### src/rtl/multi_cycle_multiplier_pkg.sv
// Shared definitions for the iterative LEGv8 multiplier: state encoding,
// default operand width and the opcode to (Signed, HighSel) decode.
package multi_cycle_multiplier_pkg;

    localparam int DEFAULT_WIDTH = 64;

    typedef enum logic [1:0] {
        IDLE = 2'd0,
        CALC = 2'd1,
        FIX  = 2'd2,
        DONE = 2'd3
    } state_t;

    typedef enum logic [1:0] {
        OP_MUL   = 2'd0,
        OP_SMULH = 2'd1,
        OP_UMULH = 2'd2
    } mul_op_t;

    typedef struct packed {
        logic is_signed;
        logic high_sel;
    } mul_ctrl_t;

    // MUL returns the low half; its low half is the same for signed and
    // unsigned operands, so it is issued as signed.
    function automatic mul_ctrl_t decode_mul_op(input mul_op_t op);
        mul_ctrl_t ctrl;
        ctrl = '{is_signed: 1'b1, high_sel: 1'b0};
        case (op)
            OP_MUL:   ctrl = '{is_signed: 1'b1, high_sel: 1'b0};
            OP_SMULH: ctrl = '{is_signed: 1'b1, high_sel: 1'b1};
            OP_UMULH: ctrl = '{is_signed: 1'b0, high_sel: 1'b1};
            default:  ctrl = '{is_signed: 1'b1, high_sel: 1'b0};
        endcase
        return ctrl;
    endfunction

endpackage

### src/rtl/multi_cycle_multiplier_twos_negate.sv
// Two's-complement negation (~x + 1) at an arbitrary width, wrapping modulo
// 2^WIDTH. The most negative value maps onto itself.
module twos_negate #(
    parameter int WIDTH = 64
) (
    input  logic [WIDTH-1:0] value,
    output logic [WIDTH-1:0] negated
);

    assign negated = ~value + WIDTH'(1);

endmodule

### src/rtl/multi_cycle_multiplier.sv
// Iterative shift-add multiplier for LEGv8 MUL / SMULH / UMULH.
// Signed operands are reduced to magnitudes, multiplied unsigned over WIDTH
// cycles and the sign is restored on the full 2*WIDTH product in FIX.
//
// state | meaning
// IDLE  | waiting for Start
// CALC  | one shift-add iteration per cycle, WIDTH iterations
// FIX   | apply sign to product, select half into Result
// DONE  | Done pulse; Start here chains the next operation
module multi_cycle_multiplier
    import multi_cycle_multiplier_pkg::*;
#(
    parameter int WIDTH = DEFAULT_WIDTH
) (
    input  logic             Clk,
    input  logic             Reset,
    input  logic             Start,
    input  logic             Signed,
    input  logic             HighSel,
    input  logic [WIDTH-1:0] BusA,
    input  logic [WIDTH-1:0] BusB,
    output logic [WIDTH-1:0] Result,
    output logic             Busy,
    output logic             Done
);

    localparam int CW = (WIDTH > 1) ? $clog2(WIDTH) : 1;
    localparam logic [CW-1:0] LAST_COUNT = CW'(WIDTH - 1);

    state_t state_q, state_d;

    logic [2*WIDTH-1:0] mcand_q;
    logic [WIDTH-1:0]   mplier_q;
    logic [2*WIDTH-1:0] acc_q;
    logic [CW-1:0]      count_q;
    logic               neg_q;
    logic               high_q;

    logic [WIDTH-1:0]   neg_a, neg_b;
    logic [WIDTH-1:0]   mag_a, mag_b;
    logic [2*WIDTH-1:0] acc_neg;
    logic [2*WIDTH-1:0] product;
    logic               start_ok;

    twos_negate #(.WIDTH(WIDTH)) u_neg_a (
        .value   (BusA),
        .negated (neg_a)
    );

    twos_negate #(.WIDTH(WIDTH)) u_neg_b (
        .value   (BusB),
        .negated (neg_b)
    );

    twos_negate #(.WIDTH(2*WIDTH)) u_neg_prod (
        .value   (acc_q),
        .negated (acc_neg)
    );

    assign mag_a    = (Signed && BusA[WIDTH-1]) ? neg_a : BusA;
    assign mag_b    = (Signed && BusB[WIDTH-1]) ? neg_b : BusB;
    assign product  = neg_q ? acc_neg : acc_q;
    assign start_ok = Start && ((state_q == IDLE) || (state_q == DONE));

    // Next-state decode; Start is only honoured in IDLE and DONE.
    always_comb begin
        state_d = state_q;
        case (state_q)
            IDLE:    if (Start) state_d = CALC;
            CALC:    if (count_q == LAST_COUNT) state_d = FIX;
            FIX:     state_d = DONE;
            DONE:    state_d = Start ? CALC : IDLE;
            default: state_d = IDLE;
        endcase
    end

    // State register.
    always_ff @(posedge Clk or posedge Reset) begin
        if (Reset) begin
            state_q <= IDLE;
        end else begin
            state_q <= state_d;
        end
    end

    // Operand capture and shift-add datapath. The multiplicand is kept
    // pre-shifted in a 2*WIDTH register so each iteration is a plain add.
    always_ff @(posedge Clk or posedge Reset) begin
        if (Reset) begin
            mcand_q  <= '0;
            mplier_q <= '0;
            acc_q    <= '0;
            count_q  <= '0;
            neg_q    <= 1'b0;
            high_q   <= 1'b0;
        end else if (start_ok) begin
            mcand_q  <= {{WIDTH{1'b0}}, mag_a};
            mplier_q <= mag_b;
            acc_q    <= '0;
            count_q  <= '0;
            neg_q    <= Signed & (BusA[WIDTH-1] ^ BusB[WIDTH-1]);
            high_q   <= HighSel;
        end else if (state_q == CALC) begin
            if (mplier_q[0]) begin
                acc_q <= acc_q + mcand_q;
            end
            mcand_q  <= mcand_q << 1;
            mplier_q <= mplier_q >> 1;
            count_q  <= count_q + CW'(1);
        end
    end

    // Registered outputs; Result only changes in FIX and holds otherwise.
    always_ff @(posedge Clk or posedge Reset) begin
        if (Reset) begin
            Result <= '0;
            Busy   <= 1'b0;
            Done   <= 1'b0;
        end else begin
            if (state_q == FIX) begin
                Result <= high_q ? product[2*WIDTH-1:WIDTH] : product[WIDTH-1:0];
            end
            Busy <= (state_d == CALC) || (state_d == FIX);
            Done <= (state_d == DONE);
        end
    end

endmodule

### config.mk
export PLATFORM = sky130hd
export DESIGN_NAME = multi_cycle_multiplier
export DESIGN_NICKNAME = d
export VERILOG_FILES = /design/src/rtl/multi_cycle_multiplier_pkg.sv /design/src/rtl/multi_cycle_multiplier_twos_negate.sv /design/src/rtl/multi_cycle_multiplier.sv
export SDC_FILE = /design/constraint.sdc
export NUM_CORES = 2
export LEC_CHECK = 0
export ABC_AREA = 1
export BUFFER_PORTS_ARGS = -buffer_cell sky130_fd_sc_hd__buf_4
export CAP_MARGIN = 40
export CORE_MARGIN = 1.5
export CORE_UTILIZATION = 40
export DETAILED_ROUTE_END_ITERATION = 10
export PLACE_DENSITY = 0.56
export SYNTH_ARGS = -nofsm -noshare
export SYNTH_HDL_FRONTEND = slang
export SYNTH_SLANG_ARGS = --single-unit
### constraint.sdc
create_clock -name Clk -period 33.8 [get_ports Clk]
set_clock_uncertainty 0.1 [all_clocks]
set_input_delay 5.07 -clock Clk [delete_from_list [all_inputs] [get_ports Clk]]
set_output_delay 5.07 -clock Clk [all_outputs]
set_load 0.005 [all_outputs]
==> reports/summary.txt <==
Global-route usage over all layers: 36.0%
Post-synth top area cell: dfrtp_1
Top_reg_cell synth: dfrtp_1
Async set or reset register ratio after synthesis: 100%
Cell-by-cell trace of the critical path: buf_4 > inv_1 > nor2_4 > buf_4 > buf_4 > o21ai_0 > o21ai_0 > o21ai_0
Vias in the first global route: 41700
Post-synth EDFFs: 0
Die Span X: 315 um
CTS sink cnt: 396
Drt wl/cell: 21.5 um
Sequential-to-total area share from yosys stat: 25.4%
Outcome: finished clean
Final Hold Vio Count: 0
LEAKAGE: 24.0 nW
Max IR drop VDD: 88.0 uV
Most numerous cell in the Yosys netlist: nand2_1
H-Tree Depth: 2
Setup CP Type: in2reg
Power Total: 4.37 mW
GRT Residual Overflow: 0
Largest net degree at the start of global routing: 130
Drt first-iter violations: 4255
Crit-path slowest cell: buf_4
Site Rows: 114
Max Cap Viol: 0
Chip height: 315 um
Fill count: 10900
Worst skew pair latency: 0.66 ns
Setup-failing EPs final: 0
Nets: 7365
Post-route setup slack: 26.14 ns
Seq cells post-synth: 396
Antenna violations before repair: 5
CTS root buf: clkbuf_16
Post-CTS Repair Setup Buffers: 0
Setup crit end kind: register
Layout cells sized above 1: 5.83%
Achievable clock frequency: 131 MHz
P&R area growth vs syn: 11.6%
Via count: 44500
CTS tree: yes
Yosys cell types: 52
Post-CTS sizing: 0
Worst slew pin tran: 0.957 ns
Rel. slew slack: 35.6%
Avg Cell Area, Syn: 5.58 um^2
Number of diodes: 0
Setup tns final: 0 ns
Clock period minus worst slack: 7.66 ns
Total wire length: 181000 um
Syn nets: 7247
Largest cells by area after synthesis: dfrtp_1, nand2_1, inv_1
Num CTS Buffers: 49
Final period utilization: 22.6%
Placer Congestion: 1.04
CTS max path bufs: 3
CORE AREA: 0.0966 mm^2
CP Max Fanout: 87
Slowest stage delay, CP: 0.83 ns
Finished Cell Area: 0.0435 mm^2
WHS: 0.373 ns
Worst Path Required: 34.18 ns
Post-place setup slack: 25.54 ns
Worst-path clk slew: 0.06 ns
Power per Cell Area: 101 mW/mm^2
Slew Limit Fails: 0
Ports: 199
Mapped cell area: 0.0389 mm^2
Synth top area share: 25.4%
Post-Synthesis Cells: 6977
Port Buffers: 198
Arrival time at the worst endpoint: 8.04 ns
First-pass GRT wire length: 266000 um
Post-route ant nets: 0
Synthesis Warnings: 0
Via/cell ratio: 5.30
RSZ-0062 raised after global routing: false
Dpl hpwl: 149000 um
Remaining routing DRC violations: 0
Full die area: 0.0992 mm^2
Crit start category: input pin
Hold WC Path Type: reg2reg
Cts hold-fix bufs: 0
DP Area: 0.0418 mm^2
Synth top cells by count: nand2_1, inv_1, nor2_1
Initial Utilization: 40.3%
Initial DRT Pass Iterations: 6
state kept, by name, indices dropped and copies added (netlist names):
name      flops
mcand_q     128
state_q       2
Busy          1
acc_q       128
Result       64
high_q        1
neg_q         1
Done          1
count_q       6
mplier_q     64
layout by cell type (no fill, tap or decap), drive strengths merged, types with 44 or more instances in the layout:
| cell | Yosys | final |
|---|---|---|
| ha | 136 | 136 |
| nand3 | 500 | 500 |
| clkbuf | 104 | 72 |
| inv | 1233 | 1232 |
| buf | 64 | 235 |
| xor2 | 44 | 44 |
| a21oi | 342 | 342 |
| nand2 | 2524 | 2524 |
| dfrtp | 396 | 396 |
| nor3 | 61 | 61 |
| o21ai | 415 | 415 |
| nor2 | 860 | 860 |
| nand4 | 106 | 106 |
routing by layer:
layer | global-route usage, % | wire length (um) | up-vias
met5 | 0 | 32 | -
met4 | 17.2 | 10000 | 4
met3 | 6.49 | 14000 | 387
met2 | 57.9 | 81000 | 1610
met1 | 46.5 | 75900 | 20500
li1 | - | - | 22000
layout make-up:
cell class / count / area (um^2) / area share, %
tap: 1276 / 1600 / 3.67
sequential: 396 / 9910 / 22.8
multi-input combinational: 5177 / 23800 / 54.7
clock buffer: 72 / 1400 / 3.23
clock inverter: 18 / 245 / 0.564
inverter: 1236 / 4650 / 10.7
timing repair buffer: 235 / 1870 / 4.30
worst paths after layout:
kind                       slack (ns)            to  depth (start not counted)          from
min in group asynchronous        4.36    mcand_q[4]                          2         Reset
setup reg to reg                29.81   mcand_q[38]                          8    state_q[0]
max in group asynchronous       27.34  mplier_q[44]                          5         Reset
hold / removal                   0.37  mplier_q[23]                          2  mplier_q[23]
setup / recovery                26.14   mcand_q[38]                          8         Start
hold reg to reg                  0.37  mplier_q[23]                          2  mplier_q[23]
per-stage QoR:
step           util, %  cells
5_1_grt           45.0   8410
3_3_place_gp      43.2   8316
2_1_floorplan        -   6977
6_report          45.0   8410
3_5_place_dp      43.3   8320
4_1_cts           45.0   8410
power by group:
part / internal [mW] / switching, mW
combinational: 0.813 / 2.00
clock: 0.326 / 0.237
sequential: 0.691 / 0.302
logic make-up (layout without fill, tap and decap cells):
group                      Yosys count  after routing  share of synthesized area (%)
AOI/OAI and AO/OA                  898            898                           12.4
xor gates and xnor gates            53             53                           1.19
adders and majority gates          137            137                           4.42
buffers and inverters             1404           1561                           13.6
DFF                                396            396                           25.4
and+or+nand+nor                   4089           4089                           42.9
worst max-delay path: cells and delay by family:
family          cells  cell delay [ns]
buf+inv             4             1.72
simple gates        1             0.63
compound gates      3             0.50
Note: power is estimated with default switching activity, not from simulation.
